**config.mk**
```make
export PLATFORM = sky130hd
export DESIGN_NAME = sprite_line_loader
export DESIGN_NICKNAME = d
export VERILOG_FILES = /design/src/rtl/sprite_defines.sv /design/src/rtl/sprite_hit_check.sv /design/src/rtl/sprite_line_loader.sv
export SDC_FILE = /design/constraint.sdc
export NUM_CORES = 1
export LEC_CHECK = 0
export ABC_AREA = 1
export BUFFER_PORTS_ARGS = -buffer_cell sky130_fd_sc_hd__buf_2
export CAP_MARGIN = 5
export CORE_MARGIN = 3
export CORE_UTILIZATION = 44
export CTS_CLUSTER_DIAMETER = 80
export DETAILED_ROUTE_END_ITERATION = 12
export GPL_TIMING_DRIVEN = 0
export PLACE_DENSITY = 0.87
export SLEW_MARGIN = 10
export SYNTH_ARGS = -nofsm -noshare
export SYNTH_HDL_FRONTEND = slang
export SYNTH_HIERARCHICAL = 1
export SYNTH_SLANG_ARGS = --single-unit
```
**constraint.sdc**
```tcl
create_clock -name clock -period 2.6 [get_ports clock]
set_input_delay 0.13 -clock clock [delete_from_list [all_inputs] [get_ports clock]]
set_output_delay 0.13 -clock clock [all_outputs]
set_load 0.02 [all_outputs]
```
**src/rtl/sprite_defines.sv**
```systemverilog
// Shared types for the sprite line loader: OAM entry and sprite_file record layouts,
// sizing constants and the loader state encoding (OVF_SCAN only with SPRITE_OVERFLOW_EN).
package sprite_defines;

   localparam int MAX_SPRITES_PER_LINE = 16;
   localparam int DEF_OAM_ENTRIES      = 64;

   typedef struct packed {
      logic [7:0] y;
      logic [8:0] x;
      logic [9:0] tile;
      logic       tall;
      logic       hflip;
      logic       vflip;
      logic [1:0] prio;
      logic [2:0] pal;
   } sprite_oam_t;

   typedef struct packed {
      logic [8:0]  x;
      logic [1:0]  prio;
      logic [2:0]  pal;
      logic        hflip;
      logic [31:0] pattern;
   } sprite_reg_t;

   typedef enum logic [2:0] {
      S_IDLE,
      S_OAM_RD,
      S_OAM_CHK,
      S_VRAM_RD,
      S_VRAM_WAIT,
      S_PUSH,
      S_DONE
`ifdef SPRITE_OVERFLOW_EN
      ,
      S_OVF_SCAN
`endif
   } load_state_t;

endpackage

```
**src/rtl/sprite_hit_check.sv**
```systemverilog
// Combinational scanline hit test for one OAM entry: decides coverage of `row` and
// produces the pattern row index, with vertical flip applied.
module sprite_hit_check (
   input  logic [7:0] y,
   input  logic [7:0] row,
   input  logic       tall,
   input  logic       vflip,
   input  logic [1:0] prio,
   output logic       hit,
   output logic [3:0] line
);

   logic [7:0] diff;
   logic [7:0] height;

   always_comb begin
      // modulo-256 subtraction makes sprites straddling y=255 wrap onto the top lines
      diff   = row - y;
      height = tall ? 8'd16 : 8'd8;
      hit    = (prio != 2'd0) && (diff < height);
      if (tall) begin
         line = vflip ? (4'd15 - diff[3:0]) : diff[3:0];
      end else begin
         line = vflip ? {1'b0, 3'd7 - diff[2:0]} : {1'b0, diff[2:0]};
      end
   end

endmodule

```
**src/rtl/sprite_line_loader.sv**
```systemverilog
// Per-scanline OAM scan and pattern fetch feeding sprite_file over a valid/ack handshake.
// Optional SPRITE_OVERFLOW_EN keeps scanning after the record limit to flag overflow.
module sprite_line_loader
   import sprite_defines::*;
#(
   parameter int SPRITES     = MAX_SPRITES_PER_LINE,
   parameter int OAM_ENTRIES = DEF_OAM_ENTRIES
) (
   input  logic        clock,
   input  logic        reset_l,
   input  logic        start,
   input  logic [7:0]  row,
   output logic        sf_clear,
   output logic [5:0]  oam_addr,
   input  sprite_oam_t oam_data,
   output logic [13:0] vram_addr,
   input  logic [31:0] vram_data,
   output sprite_reg_t out,
   output logic        out_valid,
   input  logic        out_ack,
   output logic        done,
   output logic        overflow
);

   localparam int               CNT_W    = $clog2(SPRITES + 1);
   localparam logic [5:0]       LAST_IDX = 6'(OAM_ENTRIES - 1);
   localparam logic [CNT_W-1:0] CNT_MAX  = CNT_W'(SPRITES);
   localparam logic [CNT_W-1:0] LAST_CNT = CNT_W'(SPRITES - 1);

   load_state_t      state, state_n;
   logic [5:0]       idx;
   logic [CNT_W-1:0] count;
   logic [7:0]       row_q;
   logic             hit;
   logic [3:0]       line;
   logic             idx_clr, idx_inc, ld_attr, ld_pat, cnt_inc;

   sprite_hit_check u_hit (
      .y     (oam_data.y),
      .row   (row_q),
      .tall  (oam_data.tall),
      .vflip (oam_data.vflip),
      .prio  (oam_data.prio),
      .hit   (hit),
      .line  (line)
   );

   assign oam_addr  = idx;
   assign out_valid = (state == S_PUSH);

`ifdef SPRITE_OVERFLOW_EN
   logic ovf_set;
   logic full;
   assign full = (count == CNT_MAX);
`endif

   always_ff @(posedge clock) begin
      if (!reset_l) state <= S_IDLE;
      else          state <= state_n;
   end

   always_comb begin
      state_n  = state;
      sf_clear = 1'b0;
      done     = 1'b0;
      idx_clr  = 1'b0;
      idx_inc  = 1'b0;
      ld_attr  = 1'b0;
      ld_pat   = 1'b0;
      cnt_inc  = 1'b0;
`ifdef SPRITE_OVERFLOW_EN
      ovf_set  = 1'b0;
`endif
      // start overrides everything, including a transfer in the same cycle
      if (start) begin
         sf_clear = 1'b1;
         idx_clr  = 1'b1;
         state_n  = S_OAM_RD;
      end else begin
         case (state)
`ifdef SPRITE_OVERFLOW_EN
            S_OAM_RD: state_n = full ? S_OVF_SCAN : S_OAM_CHK;
`else
            S_OAM_RD: state_n = S_OAM_CHK;
`endif
            S_OAM_CHK: begin
               if (hit) begin
                  ld_attr = 1'b1;
                  state_n = S_VRAM_RD;
               end else if (idx == LAST_IDX) begin
                  state_n = S_DONE;
               end else begin
                  idx_inc = 1'b1;
                  state_n = S_OAM_RD;
               end
            end
            S_VRAM_RD: state_n = S_VRAM_WAIT;
            S_VRAM_WAIT: begin
               ld_pat  = 1'b1;
               state_n = S_PUSH;
            end
            S_PUSH: begin
               if (out_ack) begin
                  cnt_inc = 1'b1;
`ifdef SPRITE_OVERFLOW_EN
                  if (idx == LAST_IDX) begin
`else
                  if ((idx == LAST_IDX) || (count == LAST_CNT)) begin
`endif
                     state_n = S_DONE;
                  end else begin
                     idx_inc = 1'b1;
                     state_n = S_OAM_RD;
                  end
               end
            end
            S_DONE: begin
               done    = 1'b1;
               state_n = S_IDLE;
            end
`ifdef SPRITE_OVERFLOW_EN
            S_OVF_SCAN: begin
               if (hit) begin
                  ovf_set = 1'b1;
                  state_n = S_DONE;
               end else if (idx == LAST_IDX) begin
                  state_n = S_DONE;
               end else begin
                  idx_inc = 1'b1;
                  state_n = S_OAM_RD;
               end
            end
`endif
            default: state_n = S_IDLE;
         endcase
      end
   end

   always_ff @(posedge clock) begin
      if (!reset_l) begin
         idx       <= '0;
         count     <= '0;
         row_q     <= '0;
         vram_addr <= '0;
         out       <= '0;
      end else begin
         if (idx_clr) begin
            idx   <= '0;
            count <= '0;
            row_q <= row;
         end else begin
            if (idx_inc) idx <= idx + 1'b1;
            if (cnt_inc && (count != CNT_MAX)) count <= count + 1'b1;
         end
         // attributes captured while oam_data is valid; pattern follows two cycles later
         if (ld_attr) begin
            vram_addr <= {oam_data.tile, line};
            out.x     <= oam_data.x;
            out.prio  <= oam_data.prio;
            out.pal   <= oam_data.pal;
            out.hflip <= oam_data.hflip;
         end
         if (ld_pat) out.pattern <= vram_data;
      end
   end

`ifdef SPRITE_OVERFLOW_EN
   always_ff @(posedge clock) begin
      if (!reset_l)     overflow <= 1'b0;
      else if (idx_clr) overflow <= 1'b0;
      else if (ovf_set) overflow <= 1'b1;
   end
`else
   assign overflow = 1'b0;
`endif

endmodule

```
==> results of run 1 <==
[worst max-delay path, cell delays in order (launching register included)]
cell	delay [ns]
dfxtp_2	0.34
inv_2	0.05
ha_4	0.15
fa_2	0.38
nand3b_1	0.18
nand2_2	0.08
xor2_1	0.19
ha_2	0.30
nand2_2	0.07
nand3_2	0.08
nor2_4	0.21
nand2_2	0.08
buf_6	0.14
buf_8	0.13
nand2_1	0.07
a21oi_2	0.06
[layout by cell type (no fill, tap or decap), types with 3 or more instances in the layout]
cell and n:
ha_1 11, inv_1 67, xnor2_1 5, buf_2 153, nand4_1 3, xor2_1 6
nor2_1 36, dfxtp_1 82, clkinvlp_4 3, inv_2 5, nand3b_1 3, a21oi_2 6
nand3_1 51, nand2_2 10, clkbuf_8 9, o21ai_0 46, clkbuf_1 10, nand2_1 70
buf_4 11, a21oi_1 67
[flip-flops by register name (all words and copies together), names as in the netlist]
| signal | flops |
|---|---|
| vram_addr | 14 |
| state | 3 |
| oam_addr | 6 |
| count | 5 |
| row_q | 8 |
| out | 47 |
[per-stage QoR]
| step | util (%) | setup WS (ns) |
|---|---|---|
| detailed placement | 56.1 | -0.356 |
| floorplan | - | 0.0914 |
| global route | 60.1 | -0.164 |
| finish | 60.1 | -0.0510 |
| global placement | 56.1 | -0.317 |
| CTS | 58.6 | -0.0252 |
[power by group through the flow]
stage / clock (mW) / combinational [mW] / sequential, mW
6_report: 0.841 / 0.305 / 1.29
5_1_grt: 0.919 / 0.343 / 1.29
4_1_cts: 0.874 / 0.283 / 1.29
3_5_place_dp: 0 / 0.273 / 1.32
3_3_place_gp: 0 / 0.262 / 1.32
2_1_floorplan: 0 / 0.164 / 1.32
[layout make-up]
cell class / count / area [um^2] / share of cell area (%)
clock inverter: 6 / 48.8 / 0.978
inverter: 73 / 277 / 5.54
clock buffer: 10 / 128 / 2.56
timing repair buffer: 155 / 796 / 16.0
buffer: 25 / 151 / 3.04
tap: 105 / 131 / 2.63
multi-input combinational: 330 / 1790 / 36.0
sequential: 83 / 1660 / 33.3
[worst paths after layout]
path	from	end	slack [ns]	cells past startpoint
min reg2reg	out[2]$_SDFFE_PN0P_	out[2]$_SDFFE_PN0P_	0.44	2
min	row[0]	row_q[0]$_SDFFE_PN0P_	0.01	3
max	row_q[0]$_SDFFE_PN0P_	vram_addr[8]$_SDFFE_PN0P_	-0.05	15
max reg2reg	row_q[0]$_SDFFE_PN0P_	vram_addr[8]$_SDFFE_PN0P_	-0.05	15
[layer usage]
metal	wire length, um	track usage [%]	vias up	share of wire, %
met5	0	0	-	0
met4	198	8.19	0	1.9
met3	660	4.10	18	6.4
met2	5080	36.0	133	49
met1	4350	24.1	1788	42
li1	-	-	1982	-
[kinds of logic (layout without fill, tap and decap cells)]
| group | count (synthesis) | after routing | synth area share (%) |
|---|---|---|---|
| simple gates | 185 | 185 | 22.1 |
| compound gates | 119 | 119 | 15.8 |
| buf+inv | 98 | 269 | 10.8 |
| flops | 83 | 83 | 43.9 |
| fa+ha+maj | 14 | 14 | 4.83 |
| xor+xnor | 11 | 11 | 2.55 |
| other cells | 1 | 1 | 0.0992 |
[timing repair]
action | in CTS | in global routing
hold endpoints to repair | 1 | 0
endpoints found under the setup margin | 38 | 38
gates resized for setup | 9 | 28
hold buffers | 1 | 0
pin swaps | 1 | 11
buffers inserted | 0 | 6
==> impl_metrics.ini, run 1 <==
[clock_tree]
cts-root-buf = clkbuf_8
htreeDepth = 3
cts.path.max_buffers = 2
clkTransAtPathRegs_ns = 0.09
cts_buffers = 9
clk_latency_ns = 0.35
tritoncts = yes
clock-sinks = 83

[route]
totalWireLength_um = 10300
drt-initial-drc-count = 127
avgRoutedWirePerCell_um = 13.1
drtPass1Iterations = 4
drc = 0
via_per_inst = 4.98
ant_nets = 0
via_count = 3921

[floorplanning]
die_area_um2 = 9740
start_util_pct = 45.6
die_w_um = 98.7
num_rows = 33
io_pins = 150
coreArea_um2 = 8300
fp.dieH_um = 98.7

[logic_synthesis]
synth-edff-count = 0
avgSynthCellArea_um2 = 7.40
ys_seq_area_share_pct = 43.9
async_reset_ff_share_pct = 0
netlist_area_um2 = 3780
synth_cell_types = 28
synth_ff_type = dfxtp_1
ys_seq_elements = 83
syn_nets = 604
syn_inst = 511
synth_top_area_cell = dfxtp_1
synth_most_common_cell = dfxtp_1
yosys-top-cells-count = dfxtp_1 (83), nand2_1 (76), a21oi_1 (73), inv_1 (69), nand3_1 (52)
yosysTopAreaCellShare_pct = 43.9
yosysWarnings = 6
synth_area_leaders = dfxtp_1 (44%), a21oi_1 (9.7%), nand2_1 (7.5%), nand3_1 (6.9%), inv_1 (6.8%)

[run_status]
violations = negative setup slack
outcome = finished with violations

[hold_path]
hp-class = input port to flop

[timing]
timing.fmax_mhz = 377
relSlewSlack_pct = 61.6
fin_hold_ws_ns = 0.0130
rsz0062_at_grt = true
fin_crit_sh_pct = 102
final_max_slew_viol_count = 0
worstMarginPinSlew_ns = 0.574
setup_slack_ns = -0.0510
min_period_ns = 2.65
final.setup_skew_ns = 0.00760
finalHoldViolCount = 0
setup_viol = 21
tns_ns = -0.663

[worst_setup_path]
crit_arrival_ns = 2.86
crit_type = flop to flop
cp.required_ns = 2.81
path_max_fanout = 10
endpoint_kind = flop
critPathLaunchType = flop

[power]
leakagePower_nw = 2.30
power_switching_uw = 667
swShare_pct = 27.4
pwr-share-comb_pct = 12.5
ir_drop_mv = 0.292
p_int_mw = 1.77
powerDensity_nw_per_um2 = 488
seqPwrFrac_pct = 53.0
power_mw = 2.44
clock_power_share_pct = 34.5

[global_route]
grt_antenna_before_repair = 0
grt_pass1_vias = 3712
grt_max_degree = 16
grt_usage_pct = 20.3
grt_pass1_wl_um = 16400
grt-ovfl-total = 0

[run]
drv_cap = 0

[final_layout]
post-route-cell-area_um2 = 4990
fin_cells = 787
nets = 770
antenna-diode-count = 0
layout-drive-gt1-share_pct = 32.3
area_growth_syn_to_layout_pct = 31.9
fillers = 778

[placement]
place_inst = 764
numPortBuffers = 148
place_area_um2 = 4650
gp_congestion = 0.883
dp_hpwl_um = 7940
Power figures use the tool's default switching activity.
==> run 2: changes to the inputs <==
CORE_UTILIZATION = 49   (was 44)
PLACE_DENSITY = 0.92   (was 0.87)
clock period = 2.7 ns   (was 2.6 ns; I/O delays follow)
==> run 2 against run 1 <==
Net effect:
- the run now ends clean
- largest power group unchanged
- highest routed layer unchanged
- die area shrank 9.6%
- maximum frequency rose by 1.6%
- largest cell class unchanged
- critical path depth unchanged
- register-to-register slack improved by 0.14 ns
- flip-flop and latch count unchanged
- clock power fell by 3.9%
==> impl_metrics.ini, run 2 (synthesis results as in run 1) <==
[final_layout]
largest_registers = out x47, vram_addr x14, row_q x8
largest_reg_flops = 47
multi_input_area_um2 = 1780
nets = 763
layout_common_cells = buf_2 (154), dfxtp_1 (82), a21oi_1 (73)
fillers = 639
final_common_cell = buf_2
regMostFlops = out
post-route-cell-area_um2 = 4910
area_growth_syn_to_layout_pct = 29.8
layout-drive-gt1-share_pct = 30.8
final_util_pct = 66.6
fin_cells = 774
layout.area.seq_um2 = 1660
antenna-diode-count = 0

[clock_tree]
cts_buffers = 9
clk_latency_ns = 0.34
cts-root-buf = clkbuf_8
clkTransAtPathRegs_ns = 0.09
cts.path.max_buffers = 2
htreeDepth = 3
tritoncts = yes
cts_hold_buf = 0
clock-sinks = 83

[route]
routed.top_layer = met4
wl_met1_um = 4160
totalWireLength_um = 10400
via_per_inst = 5.12
wl_met3_um = 746
drtPass1Iterations = 5
wl_met2_um = 5250
via_count = 3961
avgRoutedWirePerCell_um = 13.4
drc = 0
ant_nets = 0
drt-initial-drc-count = 141

[worst_setup_path]
crit_buf_inv = 3
cpMostUsedCell = nand2_2
cpLargestDelayFamily = adder cells
worstSetupPathDepth = 15
crit_slowest_cell = fa_2
endpoint_kind = flop
max_stage_delay_ns = 0.36
cp.required_ns = 2.91
path_max_fanout = 10
worstPathCellList = inv_2 > ha_4 > fa_2 > nand3b_1 > nand2_2 > xor2_2 > ha_2 > nand2_2 > nand3_2 > nor2_4 > nand2_2 > buf_8 > buf_8 > nand2_1 > a21oi_1
crit_arrival_ns = 2.82
r2r_cells = 15
crit_type = flop to flop
critPathLaunchType = flop

[placement]
dp_hpwl_um = 8060
gp_congestion = 0.859
place_inst = 758
place_area_um2 = 4650
numPortBuffers = 148
dpl_worst_slack_ns = -0.354

[floorplanning]
io_pins = 150
die_area_um2 = 8810
die_w_um = 93.8
start_util_pct = 51.3
num_rows = 31
fp.dieH_um = 93.8
coreArea_um2 = 7370

[global_route]
grt_max_degree = 16
grt_antenna_before_repair = 0
grt_pass1_vias = 3894
grt_usage_pct = 23.2
grt-ovfl-total = 0
grt_pass1_wl_um = 16600

[timing]
final_max_slew_viol_count = 0
timing.fmax_mhz = 383
tns_ns = 0
worstMarginPinSlew_ns = 0.616
relSlewSlack_pct = 58.8
setup_slack_ns = 0.0909
fin_crit_sh_pct = 96.6
final.setup_skew_ns = 0.0106
min_period_ns = 2.61
rsz0062_at_grt = true
finalHoldViolCount = 0
setup_viol = 0

[run]
drv_cap = 0

[power]
powerDensity_nw_per_um2 = 477
ir_drop_mv = 0.306
leakagePower_nw = 2.27

[hold_path]
whs_path_depth = 3
hp-class = input port to flop

[run_status]
outcome = completed
run 2: per-layer routing:
metal	GRT usage (%)	vias up
li1	-	1964
met1	25.5	1835
met2	41.9	145
met3	6.01	17
met4	9.99	0
met5	0	-
run 2: layout make-up:
class,count,share of cell area (%)
buffer,25,3.14
clock buffer,10,2.60
clock inverter,6,0.994
inverter,73,5.58
multi-input combinational,330,36.2
sequential,83,33.9
tap,99,2.52
timing repair buffer,148,15.1
run 2: power breakdown:
group	internal [mW]	switching, mW	leakage, nW	total [mW]
combinational	0.121	0.168	1.52	0.289
clock	0.343	0.465	0.0795	0.808
sequential	1.23	0.00911	0.671	1.24
run 2: what timing repair did:
item                                    CTS  global route
endpoints found under the setup margin   37            38
resized for setup                         9            20
pin swaps                                 1            12
cloned                                    0             0
setup buffers                             0             0
run 2: tightest hold or removal path: stages:
cell and delay (ns):
buf_2 0.08, nor2_1 0.03, nor2_1 0.08
run 2: worst paths after layout:
kind,from,to,slack (ns)
worst max register to register,row_q[0]$_SDFFE_PN0P_,vram_addr[7]$_SDFFE_PN0P_,0.09
worst max-delay path,row_q[0]$_SDFFE_PN0P_,vram_addr[7]$_SDFFE_PN0P_,0.09
worst min register to register,out[24]$_SDFFE_PN0P_,out[24]$_SDFFE_PN0P_,0.45
worst min-delay path,row[5],row_q[5]$_SDFFE_PN0P_,0.02
run 2: metrics by stage:
step | power, mW | hold WS [ns]
after floorplan | 1.43 | 0.270
after global placement | 1.52 | 0.360
after detailed placement | 1.54 | 0.366
after CTS | 2.35 | 0.00574
after global routing | 2.45 | 0.0264
final | 2.34 | 0.0231
==> run 3: changes to the inputs <==
ABC_AREA = not set   (was 1)
CAP_MARGIN = not set   (was 5)
PLACE_DENSITY = 0.91   (was 0.92)
==> run 3 against run 2 <==
Net effect:
- the flow now finishes with violations (negative setup slack)
- clock skew is essentially flat
- clock power up 4.8%
- flip-flop and latch count stayed put
- non-clock buffer count grew 21
- cell count down 5.3%
- critical path type unchanged
- highest routed layer unchanged
==> impl_metrics.ini, run 3 <==
[worst_setup_path]
worstPathCellList = ha_1 > nor2_1 > a211oi_2 > a2111oi_0 > a2bb2oi_1 > a2111oi_4 > buf_4 > o32a_1 > buf_6 > or4_1 > a21oi_2
cp.required_ns = 2.98
crit_arrival_ns = 3.25
endpoint_kind = flop
cpLargestDelayFamily = compound AO/OA/AOI/OAI gates
crit_type = flop to flop
reg2reg_from = row_q[2]$_SDFFE_PN0P_
crit_buf_inv = 2
r2r_cells = 11
reg2reg_to = oam_addr[2]$_SDFFE_PP0P_
critPathLaunchType = flop
max_stage_delay_ns = 0.41
path_max_fanout = 6
r2r_slack_ns = -0.27
crit_slowest_cell = a2111oi_0

[final_layout]
final_common_cell = buf_2
largest_registers = out x47, vram_addr x14, row_q x8
largest_reg_flops = 47
nets = 722
final_util_pct = 73.6
antenna-diode-count = 0
post-route-cell-area_um2 = 5450
layout_common_cells = buf_2 (150), nand2_1 (96), dfxtp_1 (82)
layout-drive-gt1-share_pct = 41.0
area_growth_syn_to_layout_pct = 43.1
regMostFlops = out
fin_cells = 733

[floorplanning]
num_rows = 31
start_util_pct = 51.4
die_w_um = 94.2
fp.dieH_um = 94.2
coreArea_um2 = 7410
die_area_um2 = 8870
io_pins = 150

[logic_synthesis]
synth_ff_type = dfxtp_1
ys_seq_elements = 83
synth_area_leaders = dfxtp_1 (44%), nand2_1 (13%), a21boi_0 (11%), ha_1 (4.3%), mux2i_1 (2.1%)
avgSynthCellArea_um2 = 8.45
ys_seq_area_share_pct = 43.6
synth_top_area_cell = dfxtp_1
syn_inst = 451
synth_cell_types = 54
syn_nets = 544
yosysWarnings = 6
synth-edff-count = 0
netlist_area_um2 = 3810
yosysTopAreaCellShare_pct = 43.6
yosys-top-cells-count = nand2_1 (127), dfxtp_1 (83), a21boi_0 (56), clkbuf_1 (17)
synth_most_common_cell = nand2_1
async_reset_ff_share_pct = 0

[clock_tree]
htreeDepth = 3
clock-sinks = 83
cts-root-buf = clkbuf_8
clk_latency_ns = 0.34
cts_hold_buf = 0
clkTransAtPathRegs_ns = 0.09
cts.path.max_buffers = 2
tritoncts = yes
cts_buffers = 9

[route]
totalWireLength_um = 11300
via_per_inst = 5.33
via_count = 3909
drtPass1Iterations = 4
avgRoutedWirePerCell_um = 15.4
ant_nets = 0
drc = 0
drt-initial-drc-count = 129

[global_route]
grt_pass1_wl_um = 17000
grt-ovfl-total = 0
grt_pass1_vias = 3679
grt_antenna_before_repair = 0
grt_max_degree = 16
grt_usage_pct = 24.2

[timing]
rsz0062_at_grt = true
final.setup_skew_ns = 0.0103
worstMarginPinSlew_ns = 0.672
setup_viol = 35
relSlewSlack_pct = 54.9
fin_hold_ws_ns = 0.0171
finalHoldViolCount = 0
final_max_slew_viol_count = 0
timing.fmax_mhz = 337
fin_crit_sh_pct = 110
min_period_ns = 2.97
setup_slack_ns = -0.270
tns_ns = -5.71

[placement]
gp_congestion = 0.864
place_area_um2 = 4710
dp_hpwl_um = 7750
place_inst = 696
numPortBuffers = 146

[hold_path]
hold-path-endpoint = out[35]$_SDFFE_PN0P_
min_from = oam_data[2]
hp-class = input port to flop
whs_path_depth = 3

[power]
powerDensity_nw_per_um2 = 436
ir_drop_mv = 0.261
leakagePower_nw = 2.39

[run_status]
outcome = finished with violations
violations = negative setup slack

[run]
drv_cap = 0
[run 3: worst max-delay path by stage]
| stage | cells after the start | slack, ns | from | end |
|---|---|---|---|---|
| floorplan | 15 | 0.01 | row_q[0]$_SDFFE_PN0P_ | vram_addr[10]$_SDFFE_PN0P_ |
| global placement | 15 | -0.26 | row_q[0]$_SDFFE_PN0P_ | vram_addr[9]$_SDFFE_PN0P_ |
| detailed placement | 15 | -0.43 | row_q[0]$_SDFFE_PN0P_ | vram_addr[5]$_SDFFE_PN0P_ |
| CTS | 13 | -0.28 | row_q[0]$_SDFFE_PN0P_ | oam_addr[4]$_SDFFE_PP0P_ |
| global route | 16 | -0.40 | row_q[0]$_SDFFE_PN0P_ | oam_addr[3]$_SDFFE_PP0P_ |
| finish | 11 | -0.27 | row_q[2]$_SDFFE_PN0P_ | oam_addr[2]$_SDFFE_PP0P_ |
[run 3: cell families after synthesis]
kind of cell,count (synthesis),synth area share [%]
buffers and inverters,42,4.73
and+or+nand+nor,188,21.9
other,1,0.0984
AOI/OAI and AO/OA,104,20.3
muxes,8,2.10
xor gates and xnor gates,11,2.53
DFF,83,43.6
adders and majority gates,14,4.79
[run 3: metrics by stage]
step                power, mW  worst slack [ns]
detailed placement       1.51            -0.433
global route             2.48            -0.396
global placement         1.50            -0.264
CTS                      2.37            -0.279
finish                   2.38            -0.270
floorplan                1.42            0.0132
[run 3: layer usage]
metal  routed length (um)  track usage (%)  share of wire, %
met4                  227             8.18               2.0
met1                 4530             28.4                40
met3                  703             4.73               6.2
met5                    0                0                 0
met2                 5850             43.7                52
[run 3: worst register-to-register path: cells and delay by family (launching register included)]
kind	cells	cell delay, ns
flops	1	0.32
simple gates	2	0.59
compound gates	6	1.38
buf+inv	2	0.30
fa+ha+maj	1	0.32
[run 3: power breakdown]
part	switching (mW)	total, mW	internal, mW
Clock	0.479	0.847	0.368
Combinational	0.149	0.293	0.144
Sequential	0.00563	1.24	1.23
Total	0.634	2.38	1.74
[run 3: repair_timing]
item,4_1_cts,5_1_grt
pin swaps,23,44
gates resized for setup,63,66
setup endpoints to repair,38,38
gates cloned,2,1
buffers inserted,17,2
[run 3: cell type report]
| type | instances | area [um^2] |
|---|---|---|
| inverters | 15 | 56.3 |
| plain buffers | 27 | 181 |
| fillers | 520 | 1960 |
| multi-input cells | 326 | 2260 |
| well taps | 99 | 124 |
| clock inverters | 6 | 48.8 |
| repair buffers | 167 | 977 |
| flip-flops and latches | 83 | 1660 |
| clock buffers | 10 | 138 |
